==> config.mk <==
export PLATFORM = sky130hd
export DESIGN_NAME = id_decode_queue
export DESIGN_NICKNAME = d
export VERILOG_FILES = /design/src/rtl/id_decode_queue.sv
export SDC_FILE = /design/constraint.sdc
export NUM_CORES = 1
export LEC_CHECK = 0
export CAP_MARGIN = 20
export CORE_AREA = 2 2 163 165
export DETAILED_ROUTE_END_ITERATION = 7
export DIE_AREA = 0 0 165 167
export PLACE_DENSITY = 0.8
export SLEW_MARGIN = 0
export SYNTH_ARGS = -nofsm -noshare
export SYNTH_HDL_FRONTEND = slang
export SYNTH_SLANG_ARGS = --single-unit
==> constraint.sdc <==
create_clock -name clk -period 3.7 [get_ports clk]
set_input_delay 0.37 -clock clk [delete_from_list [all_inputs] [get_ports clk]]
set_output_delay 0.37 -clock clk [all_outputs]
set_load 0.05 [all_outputs]
==> src/rtl/id_decode_queue.sv <==
// Instruction queue between fetch and decode with combinational R/I/J decode of the head entry.
// Optional build macro ID_PERF_CNT_EN adds saturating per-type pop counters.
module id_decode_queue #(
    parameter int DEPTH      = 4,
    parameter int CNT_WIDTH  = 32,
    parameter int DELAY_SLOT = 1
) (
    input  logic                       clk,
    input  logic                       rst,
    input  logic                       flush,
    input  logic                       in_valid,
    output logic                       in_ready,
    input  logic [31:0]                in_addr,
    input  logic [31:0]                in_inst,
    output logic                       out_valid,
    input  logic                       out_ready,
    output logic [31:0]                out_addr,
    output logic [2:0]                 out_type,
    output logic [5:0]                 out_opcode,
    output logic [5:0]                 out_funct,
    output logic [4:0]                 out_shamt,
    output logic                       out_rd_en_1,
    output logic                       out_rd_en_2,
    output logic [4:0]                 out_rs,
    output logic [4:0]                 out_rt,
    output logic                       out_wr_en,
    output logic [4:0]                 out_wr_addr,
    output logic [31:0]                out_imm,
    output logic [31:0]                out_jtarget,
    output logic [31:0]                out_link,
    output logic [$clog2(DEPTH):0]     occupancy,
    output logic [CNT_WIDTH-1:0]       perf_r_cnt,
    output logic [CNT_WIDTH-1:0]       perf_i_cnt,
    output logic [CNT_WIDTH-1:0]       perf_j_cnt
);

    localparam int PTR_W = $clog2(DEPTH);
    localparam int OCC_W = PTR_W + 1;
    localparam logic [31:0] LINK_OFS = (DELAY_SLOT != 0) ? 32'd8 : 32'd4;

    localparam logic [5:0] OP_SPECIAL = 6'h00;
    localparam logic [5:0] OP_J       = 6'h02;
    localparam logic [5:0] OP_JAL     = 6'h03;
    localparam logic [5:0] FN_JR      = 6'h08;

    typedef enum logic [2:0] {
        TYPE_NONE = 3'b000,
        TYPE_R    = 3'b100,
        TYPE_I    = 3'b010,
        TYPE_J    = 3'b001
    } itype_e;

    logic [31:0]      addr_mem [DEPTH];
    logic [31:0]      inst_mem [DEPTH];
    logic [PTR_W-1:0] wr_ptr, rd_ptr;
    logic             push, pop;
    logic [31:0]      head_addr, head_inst, pc4;
    logic [5:0]       opcode;
    itype_e           head_type;

    assign in_ready  = (occupancy != OCC_W'(DEPTH));
    assign out_valid = (occupancy != '0);
    assign push      = in_valid & in_ready;
    assign pop       = out_valid & out_ready;

    // NOTE: storage carries no reset; occupancy alone decides which entries are visible.
    always_ff @(posedge clk) begin
        if (push) begin
            addr_mem[wr_ptr] <= in_addr;
            inst_mem[wr_ptr] <= in_inst;
        end
    end

    // NOTE: sequential state uses non-blocking assignments so every flop samples pre-edge values.
    always_ff @(posedge clk) begin
        if (rst || flush) begin
            wr_ptr    <= '0;
            rd_ptr    <= '0;
            occupancy <= '0;
        end else begin
            if (push) wr_ptr <= wr_ptr + 1'b1;
            if (pop)  rd_ptr <= rd_ptr + 1'b1;
            case ({push, pop})
                2'b10:   occupancy <= occupancy + 1'b1;
                2'b01:   occupancy <= occupancy - 1'b1;
                default: occupancy <= occupancy;
            endcase
        end
    end

    assign head_addr = addr_mem[rd_ptr];
    assign head_inst = inst_mem[rd_ptr];
    assign opcode    = head_inst[31:26];
    assign pc4       = head_addr + 32'd4;
    assign out_type  = head_type;
    assign out_addr  = out_valid ? head_addr : '0;

    // NOTE: every output gets a default first so no path through this block infers a latch.
    always_comb begin
        head_type   = TYPE_NONE;
        out_opcode  = '0;
        out_funct   = '0;
        out_shamt   = '0;
        out_rd_en_1 = 1'b0;
        out_rd_en_2 = 1'b0;
        out_rs      = '0;
        out_rt      = '0;
        out_wr_en   = 1'b0;
        out_wr_addr = '0;
        out_imm     = '0;
        out_jtarget = '0;
        out_link    = '0;
        if (out_valid) begin
            out_opcode = opcode;
            if (opcode == OP_SPECIAL) begin
                head_type   = TYPE_R;
                out_funct   = head_inst[5:0];
                out_shamt   = head_inst[10:6];
                out_rd_en_1 = 1'b1;
                out_rd_en_2 = 1'b1;
                out_rs      = head_inst[25:21];
                out_rt      = head_inst[20:16];
                if (head_inst[5:0] != FN_JR) begin
                    out_wr_en   = 1'b1;
                    out_wr_addr = head_inst[15:11];
                end
            end else if (opcode == OP_J || opcode == OP_JAL) begin
                head_type   = TYPE_J;
                out_jtarget = (pc4 & 32'hF000_0000) | {4'b0, head_inst[25:0], 2'b00};
                if (opcode == OP_JAL) begin
                    out_wr_en   = 1'b1;
                    out_wr_addr = 5'd31;
                    out_link    = head_addr + LINK_OFS;
                end
            end else begin
                head_type   = TYPE_I;
                out_rd_en_1 = 1'b1;
                out_rs      = head_inst[25:21];
                // Branches and stores also consume rt as a source.
                if (opcode inside {6'h04, 6'h05, [6'h28:6'h2B]}) begin
                    out_rd_en_2 = 1'b1;
                    out_rt      = head_inst[20:16];
                end
                if (opcode inside {[6'h08:6'h0F], [6'h20:6'h25]}) begin
                    out_wr_en   = 1'b1;
                    out_wr_addr = head_inst[20:16];
                end
                if (opcode inside {[6'h0C:6'h0F]})
                    out_imm = {16'h0000, head_inst[15:0]};
                else
                    out_imm = {{16{head_inst[15]}}, head_inst[15:0]};
            end
        end
    end

`ifdef ID_PERF_CNT_EN
    // A pop in a flush cycle is discarded, so it is not counted.
    always_ff @(posedge clk) begin
        if (rst) begin
            perf_r_cnt <= '0;
            perf_i_cnt <= '0;
            perf_j_cnt <= '0;
        end else if (pop && !flush) begin
            if (head_type == TYPE_R && perf_r_cnt != '1) perf_r_cnt <= perf_r_cnt + 1'b1;
            if (head_type == TYPE_I && perf_i_cnt != '1) perf_i_cnt <= perf_i_cnt + 1'b1;
            if (head_type == TYPE_J && perf_j_cnt != '1) perf_j_cnt <= perf_j_cnt + 1'b1;
        end
    end
`else
    assign perf_r_cnt = '0;
    assign perf_i_cnt = '0;
    assign perf_j_cnt = '0;
`endif

endmodule

==> results of run 1 <==
-- per-layer routing --
| metal | vias up | part of all wire | wire (µm) | GRT usage |
|---|---|---|---|---|
| li1 | 3395 | - | - | - |
| met1 | 3821 | 0.39 | 12000 | 0.2801 |
| met2 | 362 | 0.51 | 15900 | 0.3696 |
| met3 | 76 | 0.063 | 1965 | 0.03462 |
| met4 | 2 | 0.037 | 1156 | 0.08204 |
| met5 | - | 0.00048 | 15 | 0 |
-- worst max path at each step --
| stage | from | to | slack [ns] | cells after the start |
|---|---|---|---|---|
| floorplan | register | out_link[10] | 0.05 | 8 |
| global placement | register | out_imm[16] | 0.25 | 6 |
| detailed placement | register | out_imm[17] | 0.19 | 6 |
| CTS | register | out_link[12] | 0.006 | 8 |
| global route | register | out_wr_addr[0] | -0.06 | 9 |
| finish | register | out_wr_addr[0] | 0.06 | 9 |
-- flip-flops by register name (all words and copies together), names as in the netlist, named ones only --
signal / cells
rd_ptr: 2
wr_ptr: 2
addr_mem: 128
inst_mem: 128
occupancy: 3
-- synthesized netlist by cell type, types with 3 or more instances --
| library cell | number | share of area |
|---|---|---|
| nand3_1 | 14 | 0.0056 |
| dfxtp_1 | 9 | 0.014 |
| and2_1 | 58 | 0.029 |
| nor2b_1 | 5 | 0.0025 |
| and3_1 | 44 | 0.022 |
| mux4_2 | 54 | 0.098 |
| xor2_1 | 12 | 0.0084 |
| o31ai_1 | 7 | 0.0042 |
| or3_1 | 13 | 0.0065 |
| nor2_1 | 34 | 0.010 |
| buf_2 | 9 | 0.0036 |
| ha_1 | 6 | 0.0060 |
| xnor2_1 | 4 | 0.0028 |
| buf_4 | 117 | 0.070 |
| o21ai_0 | 16 | 0.0064 |
| and4_1 | 5 | 0.0035 |
| nand2_1 | 18 | 0.0054 |
| buf_6 | 3 | 0.0027 |
| edfxtp_1 | 256 | 0.62 |
| nand4_1 | 7 | 0.0035 |
| mux4_1 | 9 | 0.019 |
| a21oi_1 | 31 | 0.012 |
| mux2i_1 | 6 | 0.0048 |
| inv_1 | 18 | 0.0054 |
| clkbuf_1 | 16 | 0.0048 |
| or4_1 | 10 | 0.0060 |
-- area by class of cell --
cell class / instances / area (µm²)
antenna: 4 / 10.01
clock buffer: 35 / 705.7
clock inverter: 14 / 152.6
fill: 1768 / 8962
inverter: 18 / 67.56
multi-input combinational: 476 / 4019
sequential: 265 / 7875
tap: 335 / 419.2
timing repair buffer: 278 / 3552
-- through the flow --
step | hold slack [ns] | worst slack [ns] | total power, mW | instance area, µm²
5_1_grt | 0.4812 | -0.06284 | 7.344 | 16800
3_3_place_gp | 0.4888 | 0.2539 | 4.485 | 15540
4_1_cts | 0.4607 | 0.006468 | 7.146 | 16560
3_5_place_dp | 0.4927 | 0.1926 | 4.504 | 15540
6_report | 0.4804 | 0.05798 | 7.129 | 16800
2_1_floorplan | 0.4689 | 0.04577 | 4.259 | 12850
-- where the power goes --
part           internal, mW  switching [mW]
clock                  1.55            1.09
sequential             3.37          0.0213
combinational         0.324           0.768
total                  5.25            1.88
-- timing repair --
item	4_1_cts	5_1_grt
setup buffers	11	10
resized for setup	22	46
pin swaps	1	3
endpoints found under the setup margin	82	47
-- cell families after synthesis --
group,count (synthesis),share of synthesized area
buf+inv,167,0.09203
fa+ha+maj,7,0.007627
compound gates,61,0.02760
xor+xnor,16,0.01124
simple gates,223,0.1059
mux,71,0.1242
flops,265,0.6311
other cells,1,0.0003008
-- worst max-delay path: stages (launching register included) --
cell	delay [ns]
dfxtp_4	0.44
buf_8	0.16
mux4_2	0.58
or4_4	0.61
nor3_4	0.15
buf_6	0.16
buf_8	0.13
mux2i_1	0.25
a21oi_2	0.11
buf_12	0.16
==> reports/qor.csv, run 1 <==
stage;metric;value;unit
cells_and_area;most frequent cells in the layout;256 x edfxtp_1, 108 x clkdlybuf4s50_1, 98 x conb_1;
die;die height;167;µm
cells_and_area;nets;1142;
critical_path;Crit. End Element;primary output;
grt;number of global-route vias before repair;7468;
critical_path;setup slack, reg-to-reg;1.31;ns
cells_and_area;most common cell after layout, fill and taps aside;edfxtp_1;
die;Core Footprint;25760;µm²
routing;detailed-route wire length per cell;21.77;µm
cts;Num CTS Buffers;27;
outcome;outcome;complete, no violations;
critical_path;r2r worst-path depth;10;
critical_path;Crit Reg-Reg Endpoint;occupancy[2];
routing;Vias/cell;5.373;
placed_design;Final HPWL DP;20670;µm
synthesis;Synth Warn #;0;
placed_design;Inst Count DP;1351;
timing;achievable frequency;274.6;MHz
routing;WL final;31030;µm
die;die width;165;µm
routing;Via Count;7656;
cells_and_area;Final Instance Count excl. Fillers;1425;
pwr;Pwr Density;424.3;nW/µm²
synthesis;Mapped Cells;811;
critical_path;CP startpoint kind;register;
die;Initial Util;0.4839;
critical_path;Worst Path Max Fanout;7;
synthesis;number of synthesized flops with an enable pin;256;
placed_design;GP Congestion;0.8282;
timing;final setup vio count;0;
grt;global-route wire length before repair;44820;µm
synthesis;post-synth cell types;49;
routing;DR iter-0 viols;531;
synthesis;fraction of registers with async set/reset;0;
routing;antenna-violating nets left;0;
die;die area;27560;µm²
cts;Post-CTS Hold Fix Bufs;0;
timing;worst-margin pin slew;1.035;ns
cells_and_area;final core utilization;0.6521;
timing;RSZ-0062 raised after global routing;yes;
synthesis;Syn Area/Cell;15.37;µm²
cts;CTS sink cnt;265;
critical_path;critical path type;register to primary output;
die;FP Rows;59;
critical_path;worst reg2reg path startpoint;occupancy[0];
timing;Setup Skew;0.005438;ns
placed_design;I/O Buffers;237;
pwr;leak pwr;5.945;nW
grt;GRT Util Overall;0.2172;
synthesis;Yosys reg bits;265;
grt;global route overflow;0;
timing;setup_tns;0;ns
cells_and_area;synthesis-to-layout area growth;34.77;%
hold_path;Hold Path Sink;addr_mem[1][13];
timing;Final Cycle Share;0.9843;
synthesis;register area share after synthesis;0.6311;
cells_and_area;layout cell share with drive strength beyond 1;0.3039;
timing;Final min period;3.642;ns
grt;initial antenna violation count;5;
hold_path;Min-Delay Path Class;input port to register;
routing;router iterations before antenna repair;5;
timing;Max Slew Vio Count;0;
pwr;VDD IR max;0.2884;mV
cts;clk buf depth;3;
synthesis;Synth Cell Area;12470;µm²
hold_path;Worst Hold Depth;1;
cts;H-tree Lvls;1;
timing;Rel. slew slack;0.3100;
hold_path;hold path start;in_addr[13];
cts;clock root buffer;clkbuf_16;
routing;residual DRC count;0;
cts;clock insertion delay at the later pin of the skew report;0.52;ns
cts;CTS tree;yes;
cts;Clock transition at path regs;0.06;ns
grt;largest net degree at the start of global routing;65;
synthesis;top_reg_cell synth;edfxtp_1;
timing;final hold violations;0;
die;num ports;336;
run;Max Cap Viol;0;
critical_path;Worst Path Arrival;3.27;ns
critical_path;Critical Path RT;3.33;ns
(Power assumes the default switching activity.)
==> run 2, diff against run 1 <==
--- a/config.mk
+++ b/config.mk
@@ -6,10 +6,10 @@
 export NUM_CORES = 1
 export LEC_CHECK = 0
 export CAP_MARGIN = 20
-export CORE_AREA = 2 2 163 165
+export CORE_AREA = 2 2 172 174
 export DETAILED_ROUTE_END_ITERATION = 7
-export DIE_AREA = 0 0 165 167
-export PLACE_DENSITY = 0.8
+export DIE_AREA = 0 0 174 176
+export PLACE_DENSITY = 0.76
 export SLEW_MARGIN = 0
 export SYNTH_ARGS = -nofsm -noshare
 export SYNTH_HDL_FRONTEND = slang
==> constraint.sdc (replaced) <==
create_clock -name clk -period 3.1 [get_ports clk]
set_input_delay 0.31 -clock clk [delete_from_list [all_inputs] [get_ports clk]]
set_output_delay 0.31 -clock clk [all_outputs]
set_load 0.05 [all_outputs]
==> run 2 against run 1 <==
  * The run now ends with setup timing left
  * Highest routed layer is now met4
  * Clock-buffer cell count shrank 2
  * Register-to-register slack got worse by 0.75 ns
  * Sequential share of layout area fell by 3.7 points
==> reports/qor.csv, run 2 (same netlist as run 1, synthesis figures left out) <==
stage;metric;value;unit
timing;RSZ-0062 raised after global routing;yes;
cts;Num CTS Buffers;26;
outcome;outcome;finished with violations;
run;Max Cap Viol;0;
grt;GRT Util Overall;0.2146;
die;num ports;336;
timing;Hold Worst Slack;0.4161;ns
die;Core Footprint;28550;µm²
pwr;Sw Ratio;0.2665;
die;die area;30620;µm²
pwr;sequential power share;0.463;
grt;global route overflow;0;
cells_and_area;leading registers by flop count;addr_mem: 128 flops, inst_mem: 128 flops, occupancy: 3 flops;
cts;Clock transition at path regs;0.06;ns
placed_design;I/O Buffers;237;
timing;Final min period;3.419;ns
cells_and_area;nets;1214;
pwr;Tot Pwr;8.754;mW
grt;number of global-route vias before repair;8220;
pwr;Pwr Density;479.8;nW/µm²
critical_path;Crit. End Element;primary output;
cts;H-tree Lvls;1;
critical_path;Worst Path Arrival;3.11;ns
routing;detailed-route wire length per cell;22.63;µm
timing;final setup margin;-0.3195;ns
grt;initial antenna violation count;3;
timing;Final Cycle Share;1.103;
cells_and_area;layout cell share with drive strength beyond 1;0.4154;
placed_design;Final HPWL DP;22900;µm
pwr;clock share of power;0.371;
timing;final setup vio count;117;
hold_path;Min-Delay Path Class;input port to register;
critical_path;Worst Path Max Fanout;8;
routing;Vias/cell;5.268;
die;die height;176;µm
critical_path;Critical Path RT;2.79;ns
cts;CTS tree;yes;
die;FP Rows;62;
hold_path;hold path start;in_addr[2];
cells_and_area;fillers;1960;
timing;Setup Skew;0.008022;ns
timing;final hold violations;0;
cells_and_area;most common cell after layout, fill and taps aside;edfxtp_1;
timing;achievable frequency;292.4;MHz
placed_design;GP Congestion;0.7892;
routing;router iterations before antenna repair;4;
pwr;Comb pwr share;0.166;
pwr;leak pwr;6.673;nW
cts;clock insertion delay at the later pin of the skew report;0.53;ns
pwr;VDD IR max;0.3395;mV
critical_path;worst reg2reg path startpoint;occupancy[0];
outcome;failing checks;setup timing;
timing;worst-margin pin slew;0.6088;ns
cells_and_area;final core utilization;0.6392;
cts;clk buf depth;3;
critical_path;CP startpoint kind;register;
timing;Max Slew Vio Count;0;
timing;setup_tns;-21.12;ns
die;die width;174;µm
routing;antenna-violating nets left;0;
pwr;cell internal pwr;6.422;mW
cts;CTS sink cnt;265;
timing;Rel. slew slack;0.5899;
grt;largest net degree at the start of global routing;35;
routing;WL final;34940;µm
cts;clock root buffer;clkbuf_16;
grt;global-route wire length before repair;49760;µm
cells_and_area;most frequent cells in the layout;256 x edfxtp_1, 108 x buf_4, 99 x buf_12;
critical_path;critical path type;register to primary output;
routing;DR iter-0 viols;545;
cells_and_area;synthesis-to-layout area growth;46.37;%
pwr;Psw;2.333;mW
routing;Via Count;8134;
die;Initial Util;0.4367;
routing;residual DRC count;0;
==> run 2: power by group through the flow <==
stage / Sequential [mW] / Combinational, mW / Clock, mW
after floorplan: 4.12 / 1.00 / 0
after global placement: 4.12 / 1.32 / 0
after detailed placement: 4.13 / 1.34 / 0
after CTS: 4.05 / 1.40 / 3.28
after global routing: 4.05 / 1.52 / 3.43
final: 4.05 / 1.45 / 3.25
==> run 2: worst paths after layout <==
| kind | slack (ns) | cells past startpoint | endpoint |
|---|---|---|---|
| worst min register to register | 0.51 | 2 | wr_ptr[1] |
| worst max-delay path | -0.32 | 10 | out_link[21] |
| worst min-delay path | 0.42 | 1 | addr_mem[3][2] |
| worst max register to register | 0.56 | 9 | occupancy[2] |
==> run 2: routing by layer <==
metal  vias to the layer above  wire (µm)  GRT usage
li1                       3561          -          -
met1                      4093      12700     0.2524
met2                       419      18550     0.3943
met3                        61       2729    0.05103
met4                         0        963    0.05742
met5                         -          0          0
==> run 2: repair_timing <==
action	in CTS	in global routing
resized for setup	114	66
hold buffers	0	0
pin swaps	15	23
gates cloned	3	4
buffers inserted	28	14
setup endpoints to repair	146	131
==> run 2: critical path: stages (launching register included) <==
cell,delay (ns)
dfxtp_4,0.40
buf_12,0.16
mux4_2,0.38
ha_4,0.19
nand2b_4,0.07
o22ai_4,0.28
nand4_4,0.21
buf_6,0.21
or3_4,0.35
a21oi_4,0.18
buf_12,0.15
==> run 2: final cells by class <==
class / count / area [µm²] / area share
diodes: 2 / 5.005 / 0.0002743
clock buffers: 33 / 698.2 / 0.03826
clock inverters: 15 / 187.7 / 0.01029
inverters: 18 / 75.07 / 0.004114
multi-input cells: 479 / 4633 / 0.2539
flip-flops and latches: 265 / 7875 / 0.4316
well taps: 384 / 480.5 / 0.02633
repair buffers: 348 / 4293 / 0.2353
==> run 2: stage by stage <==
stage	instance area (µm²)	worst slack [ns]	cells
2_1_floorplan	13220	-0.2117	908
3_3_place_gp	16250	0.09155	1447
3_5_place_dp	16250	0.02176	1447
4_1_cts	17810	-0.3182	1526
5_1_grt	18240	-0.3971	1542
6_report	18250	-0.3195	1544
